[src/rtl/seg_scroll_ctrl.sv]
// seg_scroll_ctrl: scroll sequencer for the four-digit segment display window bus.
// An 8-digit BCD number is loaded into a 10-entry nibble ring. The ring holds the
// 8 digits followed by 2 blank gap digits. A 4-digit window is rotated across the
// ring once every STEP_DIV cycles of the 190 Hz scan clock.
// Optional feature macro: SCROLL_BCD_CHECK_EN. When it is defined, illegal digits
// (>9) are replaced by the 4'hA error glyph and the sticky bcd_err flag is raised.
module seg_scroll_ctrl #(
    parameter int unsigned STEP_DIV   = 95,
    parameter logic [3:0]  BLANK_CODE = 4'hB
) (
    input  logic        clk190hz,
    input  logic        reset,
    input  logic [31:0] number_in,
    input  logic        load,
    input  logic        start,
    input  logic        stop,
    input  logic        pause,
    input  logic        dir,
    output logic [15:0] data_bus,
    output logic        busy,
    output logic        step_pulse,
    output logic        wrap_pulse,
    output logic [3:0]  lap_cnt,
    output logic [1:0]  state_out,
    output logic        bcd_err
);

    localparam int unsigned RING_N = 10;
    localparam int unsigned DIV_W  = (STEP_DIV > 1) ? $clog2(STEP_DIV) : 1;
    localparam logic [DIV_W-1:0] DIV_LAST = DIV_W'(STEP_DIV - 1);

    typedef enum logic [1:0] {
        IDLE   = 2'b00,
        HOLD   = 2'b01,
        SCROLL = 2'b10,
        PAUSED = 2'b11
    } state_t;

    state_t           state_q, state_d;
    logic [3:0]       ring_q [RING_N];
    logic [3:0]       ring_d [RING_N];
    logic [3:0]       head_q, head_d;
    logic [DIV_W-1:0] div_cnt_q, div_cnt_d;
    logic [15:0]      data_bus_q, data_bus_d;
    logic             step_q, step_d;
    logic             wrap_q, wrap_d;
    logic [3:0]       lap_q, lap_d;
    logic [3:0]       load_dig [8];
`ifdef SCROLL_BCD_CHECK_EN
    logic             bcd_err_q, bcd_err_d;
    logic             load_bad;
`endif

    // Ring index (head + offset) reduced modulo 10.
    function automatic logic [3:0] ring_idx(input logic [3:0] h, input logic [1:0] off);
        logic [4:0] s;
        s = {1'b0, h} + {3'b000, off};
        if (s >= 5'd10) begin
            s = s - 5'd10;
        end
        return s[3:0];
    endfunction

    // Head after one step to the left (+1) or right (-1), modulo 10.
    function automatic logic [3:0] step_head(input logic [3:0] h, input logic d);
        logic [3:0] n;
        if (!d) begin
            n = (h == 4'd9) ? 4'd0 : h + 4'd1;
        end else begin
            n = (h == 4'd0) ? 4'd9 : h - 4'd1;
        end
        return n;
    endfunction

    // A step wraps the ring when it goes 9->0 (left) or 0->9 (right).
    function automatic logic step_wraps(input logic [3:0] h, input logic d);
        return d ? (h == 4'd0) : (h == 4'd9);
    endfunction

    // Split the incoming number into digits, leftmost first, screening illegal codes when enabled.
    always_comb begin
`ifdef SCROLL_BCD_CHECK_EN
        load_bad = 1'b0;
`endif
        for (int i = 0; i < 8; i++) begin
            load_dig[i] = number_in[31-4*i -: 4];
`ifdef SCROLL_BCD_CHECK_EN
            if (load_dig[i] > 4'd9) begin
                load_dig[i] = 4'hA;
                load_bad    = 1'b1;
            end
`endif
        end
    end

    // Next-state logic: load overrides everything, then stop, pause, start.
    always_comb begin
        state_d   = state_q;
        ring_d    = ring_q;
        head_d    = head_q;
        div_cnt_d = div_cnt_q;
        lap_d     = lap_q;
        step_d    = 1'b0;
        wrap_d    = 1'b0;
`ifdef SCROLL_BCD_CHECK_EN
        bcd_err_d = bcd_err_q;
`endif

        if (load) begin
            for (int i = 0; i < 8; i++) begin
                ring_d[i] = load_dig[i];
            end
            ring_d[8] = BLANK_CODE;
            ring_d[9] = BLANK_CODE;
            head_d    = 4'd0;
            div_cnt_d = '0;
            lap_d     = 4'd0;
            state_d   = HOLD;
`ifdef SCROLL_BCD_CHECK_EN
            bcd_err_d = load_bad;
`endif
        end else begin
            unique case (state_q)
                IDLE: begin
                    // Nothing to show until a number has been loaded.
                end
                HOLD: begin
                    if (!stop && !pause && start) begin
                        state_d   = SCROLL;
                        div_cnt_d = '0;
                    end
                end
                SCROLL: begin
                    if (stop) begin
                        state_d   = HOLD;
                        div_cnt_d = '0;
                    end else if (pause) begin
                        // Divider count is kept so the step phase survives the pause.
                        state_d = PAUSED;
                    end else if (div_cnt_q == DIV_LAST) begin
                        div_cnt_d = '0;
                        head_d    = step_head(head_q, dir);
                        step_d    = 1'b1;
                        if (step_wraps(head_q, dir)) begin
                            wrap_d = 1'b1;
                            lap_d  = lap_q + 4'd1;
                        end
                    end else begin
                        div_cnt_d = div_cnt_q + DIV_W'(1);
                    end
                end
                PAUSED: begin
                    if (stop) begin
                        state_d   = HOLD;
                        div_cnt_d = '0;
                    end else if (!pause) begin
                        state_d = SCROLL;
                    end
                end
                default: begin
                    state_d = IDLE;
                end
            endcase
        end
    end

    // Window is built from the next-state ring and head so the bus tracks them with no extra lag.
    always_comb begin
        data_bus_d = {ring_d[ring_idx(head_d, 2'd0)],
                      ring_d[ring_idx(head_d, 2'd1)],
                      ring_d[ring_idx(head_d, 2'd2)],
                      ring_d[ring_idx(head_d, 2'd3)]};
    end

    // State, ring and output registers with synchronous reset.
    always_ff @(posedge clk190hz) begin
        if (reset) begin
            state_q    <= IDLE;
            for (int i = 0; i < RING_N; i++) begin
                ring_q[i] <= BLANK_CODE;
            end
            head_q     <= 4'd0;
            div_cnt_q  <= '0;
            data_bus_q <= {4{BLANK_CODE}};
            step_q     <= 1'b0;
            wrap_q     <= 1'b0;
            lap_q      <= 4'd0;
        end else begin
            state_q    <= state_d;
            ring_q     <= ring_d;
            head_q     <= head_d;
            div_cnt_q  <= div_cnt_d;
            data_bus_q <= data_bus_d;
            step_q     <= step_d;
            wrap_q     <= wrap_d;
            lap_q      <= lap_d;
        end
    end

`ifdef SCROLL_BCD_CHECK_EN
    // Sticky illegal-digit flag, refreshed only by a load.
    always_ff @(posedge clk190hz) begin
        if (reset) begin
            bcd_err_q <= 1'b0;
        end else begin
            bcd_err_q <= bcd_err_d;
        end
    end

    assign bcd_err = bcd_err_q;
`else
    assign bcd_err = 1'b0;
`endif

    assign data_bus   = data_bus_q;
    assign busy       = (state_q == SCROLL) || (state_q == PAUSED);
    assign step_pulse = step_q;
    assign wrap_pulse = wrap_q;
    assign lap_cnt    = lap_q;
    assign state_out  = state_q;

endmodule

[config.mk]
export PLATFORM = sky130hd
export DESIGN_NAME = seg_scroll_ctrl
export DESIGN_NICKNAME = d
export VERILOG_FILES = /design/src/rtl/seg_scroll_ctrl.sv
export SDC_FILE = /design/constraint.sdc
export NUM_CORES = 1
export LEC_CHECK = 0
export ABC_AREA = 0
export ABC_CLOCK_PERIOD_IN_PS = 4300
export BUFFER_PORTS_ARGS = -buffer_cell sky130_fd_sc_hd__buf_2
export CAP_MARGIN = 20
export CORE_MARGIN = 3
export CORE_UTILIZATION = 53
export DETAILED_ROUTE_END_ITERATION = 7
export PLACE_DENSITY = 0.83
export SLEW_MARGIN = 20
export SYNTH_ARGS = -nofsm -noshare
export SYNTH_HDL_FRONTEND = slang
export SYNTH_SLANG_ARGS = --single-unit
[constraint.sdc]
create_clock -name clk190hz -period 4.3 [get_ports clk190hz]
set_input_delay 0.645 -clock clk190hz [delete_from_list [all_inputs] [get_ports clk190hz]]
set_output_delay 0.645 -clock clk190hz [all_outputs]
set_load 0.005 [all_outputs]
==> results.yml <==
job:
  cap_viol_max_count: 0
synthesis:
  synth.most_common_cell: "sky130_fd_sc_hd__nand2_1"
  synthDominantAreaCellType: "sky130_fd_sc_hd__dfxtp_1"
  synth-compound-area-share_pct: 20.66
  synthMuxAreaShare_pct: 12.82
  synth_top_family_by_area: "simple AND/OR/NAND/NOR gates"
  synth_area_per_cell_um2: 7.951
  synth_xor_area_share_pct: 2.413
  post_synth_and_or_nand_nor_area_fraction_pct: 24.21
  largest_cells_by_area_after_synthesis: "sky130_fd_sc_hd__dfxtp_1 (30%), sky130_fd_sc_hd__mux2i_1 (9.0%), sky130_fd_sc_hd__nand2_1 (8.4%)"
  synth-seq-cells: 75
  post_synthesis_async_set_or_reset_flop_share_pct: 0
  synthAdderAreaFrac_pct: 4.022
  yosysSeqAreaShare_pct: 30.17
  ys_top_cells_by_count: "sky130_fd_sc_hd__nand2_1 (111), sky130_fd_sc_hd__dfxtp_1 (75), sky130_fd_sc_hd__nand3_1 (48)"
  mappedNetlistArea_um2: 4977
  synth_enable_flop_cells: 0
  netlist-cell-type-count: 81
  synth_nets: 681
  yosys_warnings: 0
  synth-main-ff-cell: "sky130_fd_sc_hd__dfxtp_1"
  synth_top_cell_area_share_pct: 30.17
  gate_count_after_technology_mapping: 626
placement:
  number_of_port_buffers: 63
  dpl.cell_count: 778
  detailedPlacementHpwl_mm: 10.07
  place.gp.congestion: 0.9209
sta:
  period_share_pct: 94.76
  setup-violations-final: 0
  finalClockSkew_ps: 7.247
  number_of_max_slew_violations_in_the_final_report: 0
  rsz0062_at_grt: "no"
  max_clock_freq_mhz: 245.4
  finalCriticalPeriod_ps: 4075
  holdWs_ps: 483.1
  rel_slew_slack_pct: 25.22
  max_slew.worst_pin.slew_ps: 1122
  final-hold-violation-count: 0
die:
  design.die.area_um2: 10590
  placement_rows: 34
  i_o_pins: 65
  initial_core_utilization_pct: 55.71
  die_w_um: 102.9
  floorplan.core_area_um2: 8934
  die_h_um: 102.9
layout:
  multi_input_area_um2: 3227
  flow.area_growth_from_synthesis_pct: 12.49
  fill_cells: 755
  sequential_cell_area_um2: 1504
  design.final.nets: 737
  drive_above_1_share_pct: 19.88
  final_cell_count_without_fillers: 792
  antenna-diode-count: 0
power_and_ir_drop:
  irDropWorstVdd_uv: 184.0
  cellPowerDensity_nw_per_um2: 247.1
  static-leakage-power_nw: 2.415
  power_mw: 1.384
global_routing:
  grt_util_all_layers_pct: 25.69
  first_pass_grt_wire_length_mm: 21.50
  number_of_global_route_vias_before_repair: 4586
  maximum_number_of_pins_on_one_net_before_global_route_repair: 88
  antenna_violations_before_repair: 0
  grt_overflow_total: 0
worst_setup_path:
  cpMaxStageDelayCell: "sky130_fd_sc_hd__xnor2_2"
  setup.worst_path.end_class: "flip-flop"
  critical_path.reg2reg.startpoint: "head_q[1]"
  crit_path_max_incr_delay_ps: 540
  criticalPathCategory: "reg -> reg"
  timing.reg2reg.worst_path_depth: 16
  critical-path-top-delay-family: "compound AO/OA/AOI/OAI gates"
  timing.critical_path.cells: "inv_1 -> ha_1 -> nor4bb_2 -> a211o_1 -> a21oi_4 -> nand2_1 -> inv_2 -> ha_1 -> xnor2_2 -> inv_1 -> ha_1 -> a21boi_1 -> a2bb2oi_4 -> xnor2_2 -> mux2_1 -> o221ai_1"
  timing.critical_path.fanout_max: 12
  worst_r2r_endpoint: "data_bus[11]"
  worst-path-stages: 16
  ff2ff_setup_slack_ps: 230
  worst_ep_arrival_time_ps: 4340
  required_ps: 4570
  critical_path.startpoint: "head_q[1]"
  timing.critical_path.mode_cell: "sky130_fd_sc_hd__ha_1"
  critical_path.n_buffers_inverters: 3
  cp-start-kind: "flip-flop"
detailed_routing:
  post_drt_wl_per_cell_um: 17.30
  ant_nets: 0
  detailroute.via_count: 5012
  post-route-drc-count: 0
  detailedRoute.firstPassIterationCount: 5
  detail_route.vias_per_cell: 6.328
  detailedRoute.firstIterationViolations: 450
  routed_wirelength_mm: 13.70
clock_network:
  tritoncts_num_sinks: 75
  clock_tree.buffer_depth: 2
  clock_tree.htree_level_count: 3
  cts.reportedPaths.clkPinSlew_ps: 70
  cts.root.buffer_cell: "sky130_fd_sc_hd__clkbuf_8"
  tritoncts: "built"
  clkLatencyLatePin_ps: 350
  numCtsBuffers: 9
min_path:
  min-delay-path-class: "reg -> reg"
  timing.hold.worst_endpoint: "ring_q[5]"
  worstHoldPathCells: 1
  hp-start: "ring_q[5]"
outcome:
  status: "finished clean"
## logic make-up (layout without fill, tap and decap cells)
family,after synthesis,after routing
muxes,55,55
xor gates and xnor gates,12,12
other,1,1
adders and majority gates,16,16
AOI/OAI and AO/OA,151,151
buffers and inverters,64,122
and+or+nand+nor,252,252
DFF,75,75
## area by class of cell
class / instances / area share (%)
Multi-Input combinational cell: 487 / 57.63
Sequential cell: 75 / 26.86
Timing Repair Buffer: 87 / 8.849
Clock buffer: 10 / 2.458
Tap cell: 108 / 2.413
Inverter: 22 / 1.475
Clock inverter: 3 / 0.3128
## timing repair
action,4_1_cts,5_1_grt
hold buffers,0,0
gates resized for setup,0,5
buffers inserted,0,1
setup endpoints to repair,0,8
## power by group
group	switching (mW)	internal, mW
Clock	0.252	0.214
Sequential	0.0178	0.725
Combinational	0.105	0.0695
## stage by stage
stage | worst slack, ps | TNS, ps | instance area (um2) | utilization [%]
final | 225.2 | 0 | 5599 | 62.68
after global routing | 6.348 | 0 | 5599 | 62.68
after CTS | 114.1 | 0 | 5579 | 62.45
after detailed placement | -37.33 | -71.39 | 5424 | 60.71
after global placement | 153.4 | 0 | 5424 | 60.71
after floorplan | 1.008 | 0 | 4987 | -
## sequential cells by signal, indices dropped and copies added, names as in the netlist
register    count
ring_q         40
state_out       2
div_cnt_q       7
lap_cnt         4
data_bus       16
head_q          4
step_pulse      1
wrap_pulse      1
## cells in the final DEF (no fill, tap or decap), types with 3 or more instances in the layout
| cell | n |
|---|---|
| sky130_fd_sc_hd__mux4_2 | 4 |
| sky130_fd_sc_hd__a41oi_1 | 4 |
| sky130_fd_sc_hd__nand4b_1 | 3 |
| sky130_fd_sc_hd__xnor2_1 | 3 |
| sky130_fd_sc_hd__buf_2 | 63 |
| sky130_fd_sc_hd__o221ai_1 | 6 |
| sky130_fd_sc_hd__o21ai_0 | 46 |
| sky130_fd_sc_hd__inv_1 | 20 |
| sky130_fd_sc_hd__nand4_1 | 10 |
| sky130_fd_sc_hd__a21oi_1 | 35 |
| sky130_fd_sc_hd__or3_1 | 7 |
| sky130_fd_sc_hd__mux2i_1 | 45 |
| sky130_fd_sc_hd__xor2_1 | 6 |
| sky130_fd_sc_hd__nand2_1 | 110 |
| sky130_fd_sc_hd__nand3b_1 | 3 |
| sky130_fd_sc_hd__nor2_1 | 34 |
| sky130_fd_sc_hd__a31oi_1 | 6 |
| sky130_fd_sc_hd__o31ai_1 | 4 |
| sky130_fd_sc_hd__nor2b_1 | 4 |
| sky130_fd_sc_hd__a211oi_1 | 3 |
| sky130_fd_sc_hd__dfxtp_1 | 73 |
| sky130_fd_sc_hd__buf_4 | 24 |
| sky130_fd_sc_hd__a211o_1 | 7 |
| sky130_fd_sc_hd__a21o_1 | 3 |
| sky130_fd_sc_hd__and2_1 | 3 |
| sky130_fd_sc_hd__nand3_1 | 48 |
| sky130_fd_sc_hd__a2111o_1 | 3 |
| sky130_fd_sc_hd__o21a_1 | 3 |
| sky130_fd_sc_hd__xnor2_2 | 3 |
| sky130_fd_sc_hd__and3_1 | 5 |
| sky130_fd_sc_hd__nor3_1 | 7 |
| sky130_fd_sc_hd__ha_1 | 15 |
| sky130_fd_sc_hd__clkbuf_8 | 10 |
## metal layers
| metal | part of all wire, % | global-route usage [%] | up-vias |
|---|---|---|---|
| li1 | - | - | 2368 |
| met1 | 41 | 30.84 | 2333 |
| met2 | 48 | 43.17 | 263 |
| met3 | 7.0 | 5.413 | 48 |
| met4 | 3.7 | 13.35 | 0 |
| met5 | 0 | 0 | - |
## worst max-delay path by stage
stage                         endpoint
after floorplan           data_bus[10]
after global placement     data_bus[2]
after detailed placement  data_bus[10]
after CTS                 data_bus[11]
after global routing      data_bus[10]
final                     data_bus[11]
(Power assumes the default switching activity.)
